`src/rtl/alu_mdu.sv`:
```
// alu_mdu: execute-stage ALU with iterative multiply/divide and valid/ready on both sides.
// One op in flight; word mode (WIDTH=64) works on the low 32 bits and sign-extends the result.
module alu_mdu #(
    parameter int WIDTH = 64,
    parameter int SHW   = $clog2(WIDTH)
) (
    input  logic             clk,
    input  logic             resetn,
    input  logic             flush,
    input  logic             in_valid,
    output logic             in_ready,
    input  logic [4:0]       op,
    input  logic             word,
    input  logic [WIDTH-1:0] a,
    input  logic [WIDTH-1:0] b,
    output logic             out_valid,
    input  logic             out_ready,
    output logic [WIDTH-1:0] out_data
);
    localparam int CW = $clog2(WIDTH + 1);
    typedef enum logic [1:0] {IDLE, BUSY, DONE} state_t;

    state_t           state_q, state_d;
    logic [4:0]       op_q, op_d;
    logic             wm_q, wm_d, negq_q, negq_d, negr_q, negr_d, dz_q, dz_d;
    logic [CW-1:0]    cnt_q, cnt_d;
    logic [WIDTH-1:0] x_q, x_d, y_q, y_d, acc_q, acc_d, res_q, res_d;

    logic             wm, sgn, is_md, is_rem, accept, ge;
    logic [SHW-1:0]   sh;
    logic [WIDTH-1:0] ea, eb, mag_a, mag_b, alu_r, x_n, y_n, acc_n, q_fix, r_fix, md_r;
    logic [WIDTH:0]   rs, diff;

    function automatic logic [WIDTH-1:0] sx32(input logic [WIDTH-1:0] v);
        logic signed [WIDTH-1:0] t;
        t = v << (WIDTH - 32);
        return t >>> (WIDTH - 32);
    endfunction

    function automatic logic [WIDTH-1:0] zx32(input logic [WIDTH-1:0] v);
        return (v << (WIDTH - 32)) >> (WIDTH - 32);
    endfunction

    assign wm     = (WIDTH == 64) && word;
    assign sgn    = op == 5'd8 || op == 5'd9 || op == 5'd12 || op == 5'd14;
    assign is_md  = op >= 5'd11 && op <= 5'd15;
    assign ea     = wm ? (sgn ? sx32(a) : zx32(a)) : a;
    assign eb     = wm ? (sgn ? sx32(b) : zx32(b)) : b;
    assign sh     = wm ? SHW'(b[4:0]) : b[SHW-1:0];
    assign mag_a  = (sgn && ea[WIDTH-1]) ? -ea : ea;
    assign mag_b  = (sgn && eb[WIDTH-1]) ? -eb : eb;
    assign in_ready  = state_q == IDLE || (state_q == DONE && out_ready);
    assign accept    = in_valid && in_ready && !flush;
    assign out_valid = state_q == DONE;
    assign out_data  = res_q;

    always_comb begin
        case (op)
            5'd0:    alu_r = eb;
            5'd1:    alu_r = ea + eb;
            5'd2:    alu_r = ea - eb;
            5'd3:    alu_r = ea & eb;
            5'd4:    alu_r = ea | eb;
            5'd5:    alu_r = ea ^ eb;
            5'd6:    alu_r = ea << sh;
            5'd7:    alu_r = ea >> sh;
            5'd8:    alu_r = $signed(ea) >>> sh;
            5'd9:    alu_r = WIDTH'($signed(ea) < $signed(eb));
            5'd10:   alu_r = WIDTH'(ea < eb);
            default: alu_r = '0;
        endcase
    end

    // MUL: shift-add into acc; DIV/REM: restoring divide, x holds dividend/quotient, acc the remainder.
    assign rs     = {acc_q, x_q[WIDTH-1]};
    assign diff   = rs - {1'b0, y_q};
    assign ge     = !diff[WIDTH];
    assign acc_n  = op_q == 5'd11 ? acc_q + (y_q[0] ? x_q : '0) : ge ? diff[WIDTH-1:0] : rs[WIDTH-1:0];
    assign x_n    = op_q == 5'd11 ? x_q << 1 : {x_q[WIDTH-2:0], ge};
    assign y_n    = op_q == 5'd11 ? y_q >> 1 : y_q;
    assign q_fix  = negq_q ? -x_n : x_n;
    assign r_fix  = negr_q ? -acc_n : acc_n;
    assign is_rem = op_q == 5'd14 || op_q == 5'd15;
    assign md_r   = op_q == 5'd11 ? acc_n : is_rem ? r_fix : dz_q ? '1 : q_fix;

    always_comb begin
        state_d = state_q;
        op_d    = op_q;
        wm_d    = wm_q;
        negq_d  = negq_q;
        negr_d  = negr_q;
        dz_d    = dz_q;
        cnt_d   = cnt_q;
        x_d     = x_q;
        y_d     = y_q;
        acc_d   = acc_q;
        res_d   = res_q;
        if (flush) begin
            state_d = IDLE;
        end else if (accept) begin
            op_d    = op;
            wm_d    = wm;
            // word-mode dividend is pre-aligned to the top so 32 steps consume all its bits
            x_d     = op == 5'd11 ? ea : wm ? mag_a << 32 : mag_a;
            y_d     = op == 5'd11 ? eb : mag_b;
            acc_d   = '0;
            cnt_d   = wm ? CW'(32) : CW'(WIDTH);
            negq_d  = sgn && (ea[WIDTH-1] ^ eb[WIDTH-1]);
            negr_d  = sgn && ea[WIDTH-1];
            dz_d    = eb == '0;
            state_d = is_md ? BUSY : DONE;
            res_d   = is_md ? res_q : (wm ? sx32(alu_r) : alu_r);
        end else if (state_q == BUSY) begin
            x_d   = x_n;
            y_d   = y_n;
            acc_d = acc_n;
            cnt_d = cnt_q - CW'(1);
            if (cnt_q == CW'(1)) begin
                state_d = DONE;
                res_d   = wm_q ? sx32(md_r) : md_r;
            end
        end else if (state_q == DONE && out_ready) begin
            state_d = IDLE;
        end
    end

    always_ff @(posedge clk or negedge resetn) begin
        if (!resetn) begin
            state_q <= IDLE;
            op_q    <= '0;
            wm_q    <= 1'b0;
            negq_q  <= 1'b0;
            negr_q  <= 1'b0;
            dz_q    <= 1'b0;
            cnt_q   <= '0;
            x_q     <= '0;
            y_q     <= '0;
            acc_q   <= '0;
            res_q   <= '0;
        end else begin
            state_q <= state_d;
            op_q    <= op_d;
            wm_q    <= wm_d;
            negq_q  <= negq_d;
            negr_q  <= negr_d;
            dz_q    <= dz_d;
            cnt_q   <= cnt_d;
            x_q     <= x_d;
            y_q     <= y_d;
            acc_q   <= acc_d;
            res_q   <= res_d;
        end
    end
endmodule
```
`config.mk`:
```
export PLATFORM = sky130hd
export DESIGN_NAME = alu_mdu
export DESIGN_NICKNAME = d
export VERILOG_FILES = /design/src/rtl/alu_mdu.sv
export SDC_FILE = /design/constraint.sdc
export NUM_CORES = 2
export LEC_CHECK = 0
export BUFFER_PORTS_ARGS = -buffer_cell sky130_fd_sc_hd__clkbuf_2
export CORE_MARGIN = 8
export CORE_UTILIZATION = 40
export DETAILED_ROUTE_END_ITERATION = 8
export MAX_ROUTING_LAYER = met4
export PLACE_DENSITY = 0.64
export SKIP_CTS_REPAIR_TIMING = 1
export SLEW_MARGIN = 20
export SYNTH_ARGS = -nofsm -noshare
export SYNTH_HDL_FRONTEND = slang
export SYNTH_SLANG_ARGS = --single-unit
export TNS_END_PERCENT = 20
```
`constraint.sdc`:
```
create_clock -name clk -period 9.37 [get_ports clk]
set_input_delay 1.874 -clock clk [delete_from_list [all_inputs] [get_ports clk]]
set_output_delay 1.874 -clock clk [all_outputs]
set_load 0.02 [all_outputs]
```
==> results by group <==
STA
  • Final period util: 85.16%
  • RSZ-0062 raised after global routing: false
  • Final setup vio count: 0
  • Slew HR: 4.845%
  • Final Skew: 28.42 ps
  • Worst-Margin Slew: 1422 ps
  • Min Tclk post-route: 7980 ps
  • Final hold violation count: 0
  • Max Fclk: 125.3 MHz
  • Max Slew Vio Count: 0
  • Setup TNS: 0 ps

Die
  • Die H: 367.3 um
  • Die X-Extent: 367.3 um
  • Die ar.: 134900 um^2
  • Std-Cell Rows: 129
  • Total I/O pin count: 205
  • CORE AREA: 123200 um^2
  • Initial core utilization: 40.08%

Worst hold path
  • Hold path start: out_data[4]$_DFFE_PN0P_
  • Hold Crit Class: flop to flop
  • Hold path depth: 2
  • Worst Hold Endpoint: out_data[4]$_DFFE_PN0P_

Clocking
  • Clock Latency Late Sink: 630 ps
  • H-tree depth: 1
  • Root Buffer: clkbuf_16
  • CTS tree: done
  • Clock sinks: 274
  • CTS Buf Count: 31
  • CTS clk-pin slew, worst paths: 70 ps
  • Max clock buf depth: 3

Worst setup path
  • R2R cell count: 19
  • R2R Setup Slk: 1620 ps
  • Req. time, crit path: 9840 ps
  • Max FO, Critical Path: 45
  • Critical path endpoint category: flop
  • Crit path kind: primary input to flop
  • Capturing point of the worst reg2reg path: out_data[47]$_DFFE_PN0P_
  • Worst R2R Start: y_q[0]$_DFFE_PN0P_
  • WP data arrival: 8450 ps
  • CP startpoint kind: primary input

Global route
  • Largest net degree at the start of global routing: 131
  • GR Overflow Total: 0
  • First-pass GRT wire length: 442400 um
  • Number of global-route vias before repair: 57090
  • Total GRT Usage: 45.84%
  • Initial antenna violation count: 37

Power
  • Peak VDD IR: 0.0001573 V
  • Tot Pwr: 7.298 mW
  • PD cells: 137.4 nW/um^2
  • Leakage power: 21.83 nW

Detailed routing
  • # DRC: 0
  • Via Count: 62880
  • Final wirelength: 321200 um
  • 1st-pass router iterations: 7
  • Iteration-0 DRC Markers: 10820
  • Post-DR wirelength/cell: 36.60 um
  • Post-route ant nets: 0
  • Vias/cell: 7.167

Cells and area
  • Commonest non-fill, non-tap cells in the layout: 768 x nand2_1, 668 x nor2_1, 666 x a21oi_1
  • Multi-input gate area: 39530 um^2
  • Layout cells sized above 1: 9.312%
  • Commonest non-fill, non-tap cell in the layout: nand2_1
  • Final-layout fill cell count: 13150
  • Area growth from synthesis to layout: 7.561%
  • FF+latch area: 6858 um^2
  • Fin nets: 7538
  • Fin cells: 8774

Synth
  • Largest family of logic cells by synthesized area: compound AO/OA/AOI/OAI gates
  • Syn avg cell area: 6.850 um^2
  • Synth Area in Compound Gates: 36.05%
  • Multiplexer share of the synthesized area: 6.387%
  • Synthesized cell area: 49360 um^2
  • Top FF cell, synth: dfrtp_1
  • Synth Net Count: 7657
  • Syn. warnings: 0
  • Syn Inst Count: 7206
  • Xor-xnor portion of the synthesized cell area: 6.174%
  • Yosys reg bits: 274
  • Post-Synth Adder-Cell Area: 7.969%
  • Post-synth EDFFs: 0
  • Asr flop ratio synth: 100.0%
  • Yosys cell types: 105
  • Simple-gate portion of the synthesized area: 23.10%
  • Post-synthesis sequential area ratio: 13.89%

Status
  • Status: finished, final reports clean

Run
  • Max Cap Viol: 0

Placement
  • DP Cell Count: 8688
  • Routability Congestion: 1.142
  • Post-DP HPWL: 256200 um
  • Number of port buffers: 204
==> worst max-delay path by stage <==
| stage | from | endpoint | slack [ps] | depth (start not counted) |
|---|---|---|---|---|
| final | word | out_data[59]$_DFFE_PN0P_ | 1390 | 19 |
| after global routing | word | out_data[59]$_DFFE_PN0P_ | 1340 | 19 |
| after CTS | word | out_data[59]$_DFFE_PN0P_ | 1840 | 19 |
| after detailed placement | word | out_data[59]$_DFFE_PN0P_ | 1230 | 19 |
| after global placement | word | out_data[59]$_DFFE_PN0P_ | 1490 | 19 |
| after floorplan | b[1] | out_data[63]$_DFFE_PN0P_ | 1030 | 25 |
==> synthesized netlist by cell type (81+ instances only) <==
| cell type | number | share of area [%] |
|---|---|---|
| o21ai_0 | 657 | 6.7 |
| a21o_1 | 109 | 1.7 |
| clkbuf_1 | 449 | 3.4 |
| o211ai_1 | 138 | 2.1 |
| mux2i_1 | 198 | 4.0 |
| o22ai_1 | 117 | 1.5 |
| and2_1 | 113 | 1.4 |
| xnor2_1 | 245 | 4.3 |
| xor2_1 | 103 | 1.8 |
| inv_1 | 284 | 2.2 |
| a21oi_1 | 670 | 6.8 |
| ha_1 | 308 | 7.8 |
| nand2_1 | 773 | 5.9 |
| dfrtp_1 | 274 | 14 |
| or3_1 | 81 | 1.0 |
| a31oi_1 | 175 | 2.2 |
| nand3_1 | 206 | 2.1 |
| nor3_1 | 154 | 1.6 |
| a211oi_1 | 101 | 1.5 |
| nor2_1 | 677 | 5.1 |
| o31ai_1 | 81 | 1.2 |
==> kinds of logic (layout without fill, tap and decap cells) <==
kind of cell,Yosys count,after routing
DFF,274,274
adders and majority gates,312,312
other,0,28
muxes,268,268
xor gates and xnor gates,348,348
buffers and inverters,833,736
AOI/OAI and AO/OA,2735,2735
and+or+nand+nor,2436,2436
==> metrics by stage <==
| step | utilization (%) | hold slack [ps] | setup slack [ps] | instance area (um^2) |
|---|---|---|---|---|
| after floorplan | - | 446.1 | 1027 | 49360 |
| after CTS | 43.01 | 480.4 | 1838 | 52960 |
| after detailed placement | 42.21 | 465.5 | 1229 | 51990 |
| after global routing | 43.10 | 494.2 | 1340 | 53070 |
| after global placement | 42.20 | 460.3 | 1490 | 51970 |
| final | 43.11 | 481.2 | 1390 | 53100 |
==> area by class of cell <==
| cell class | instances | share of cell area (%) |
|---|---|---|
| timing repair buffer | 391 | 4.753 |
| inverter | 290 | 2.062 |
| clock inverter | 17 | 0.2898 |
| tap | 1637 | 3.858 |
| sequential | 274 | 12.92 |
| antenna | 28 | 0.1320 |
| multi-input combinational | 6099 | 74.44 |
| clock buffer | 38 | 1.548 |
==> sequential cells by signal, indices dropped and copies added (netlist names) <==
| register | flops |
|---|---|
| cnt_q | 7 |
| negr_q | 1 |
| dz_q | 1 |
| wm_q | 1 |
| out_data | 64 |
| y_q | 64 |
| negq_q | 1 |
| state_q | 2 |
| x_q | 64 |
| op_q | 5 |
| acc_q | 64 |
==> where the power goes <==
part / switching [mW] / internal, mW / total [mW]
registers: 0.317 / 1.42 / 1.73
logic: 3.04 / 1.28 / 4.32
clock network: 0.587 / 0.659 / 1.25
total: 3.94 / 3.36 / 7.30
==> critical path, stage by stage <==
cell      delay [ps]
buf_4            460
inv_2            390
nor3_2           300
buf_4            310
or2_2            210
ha_1             370
or4_1            730
nor4_1           300
nand4_1          300
nand4b_1         280
a31oi_1          160
a31oi_1          370
a21oi_1          160
o21ai_0          860
a21boi_0         300
a221oi_1         380
a21oi_1           80
o41ai_1          400
a22oi_1          170
==> per-layer routing <==
layer / share of wire (%) / vias up / GRT usage (%)
met3: 13 / 895 / 12.72
met4: 7.7 / 0 / 26.27
met1: 39 / 30410 / 58.42
met5: 0 / - / -
li1: - / 26650 / -
met2: 40 / 4928 / 64.67
Power figures use the tool's default switching activity.
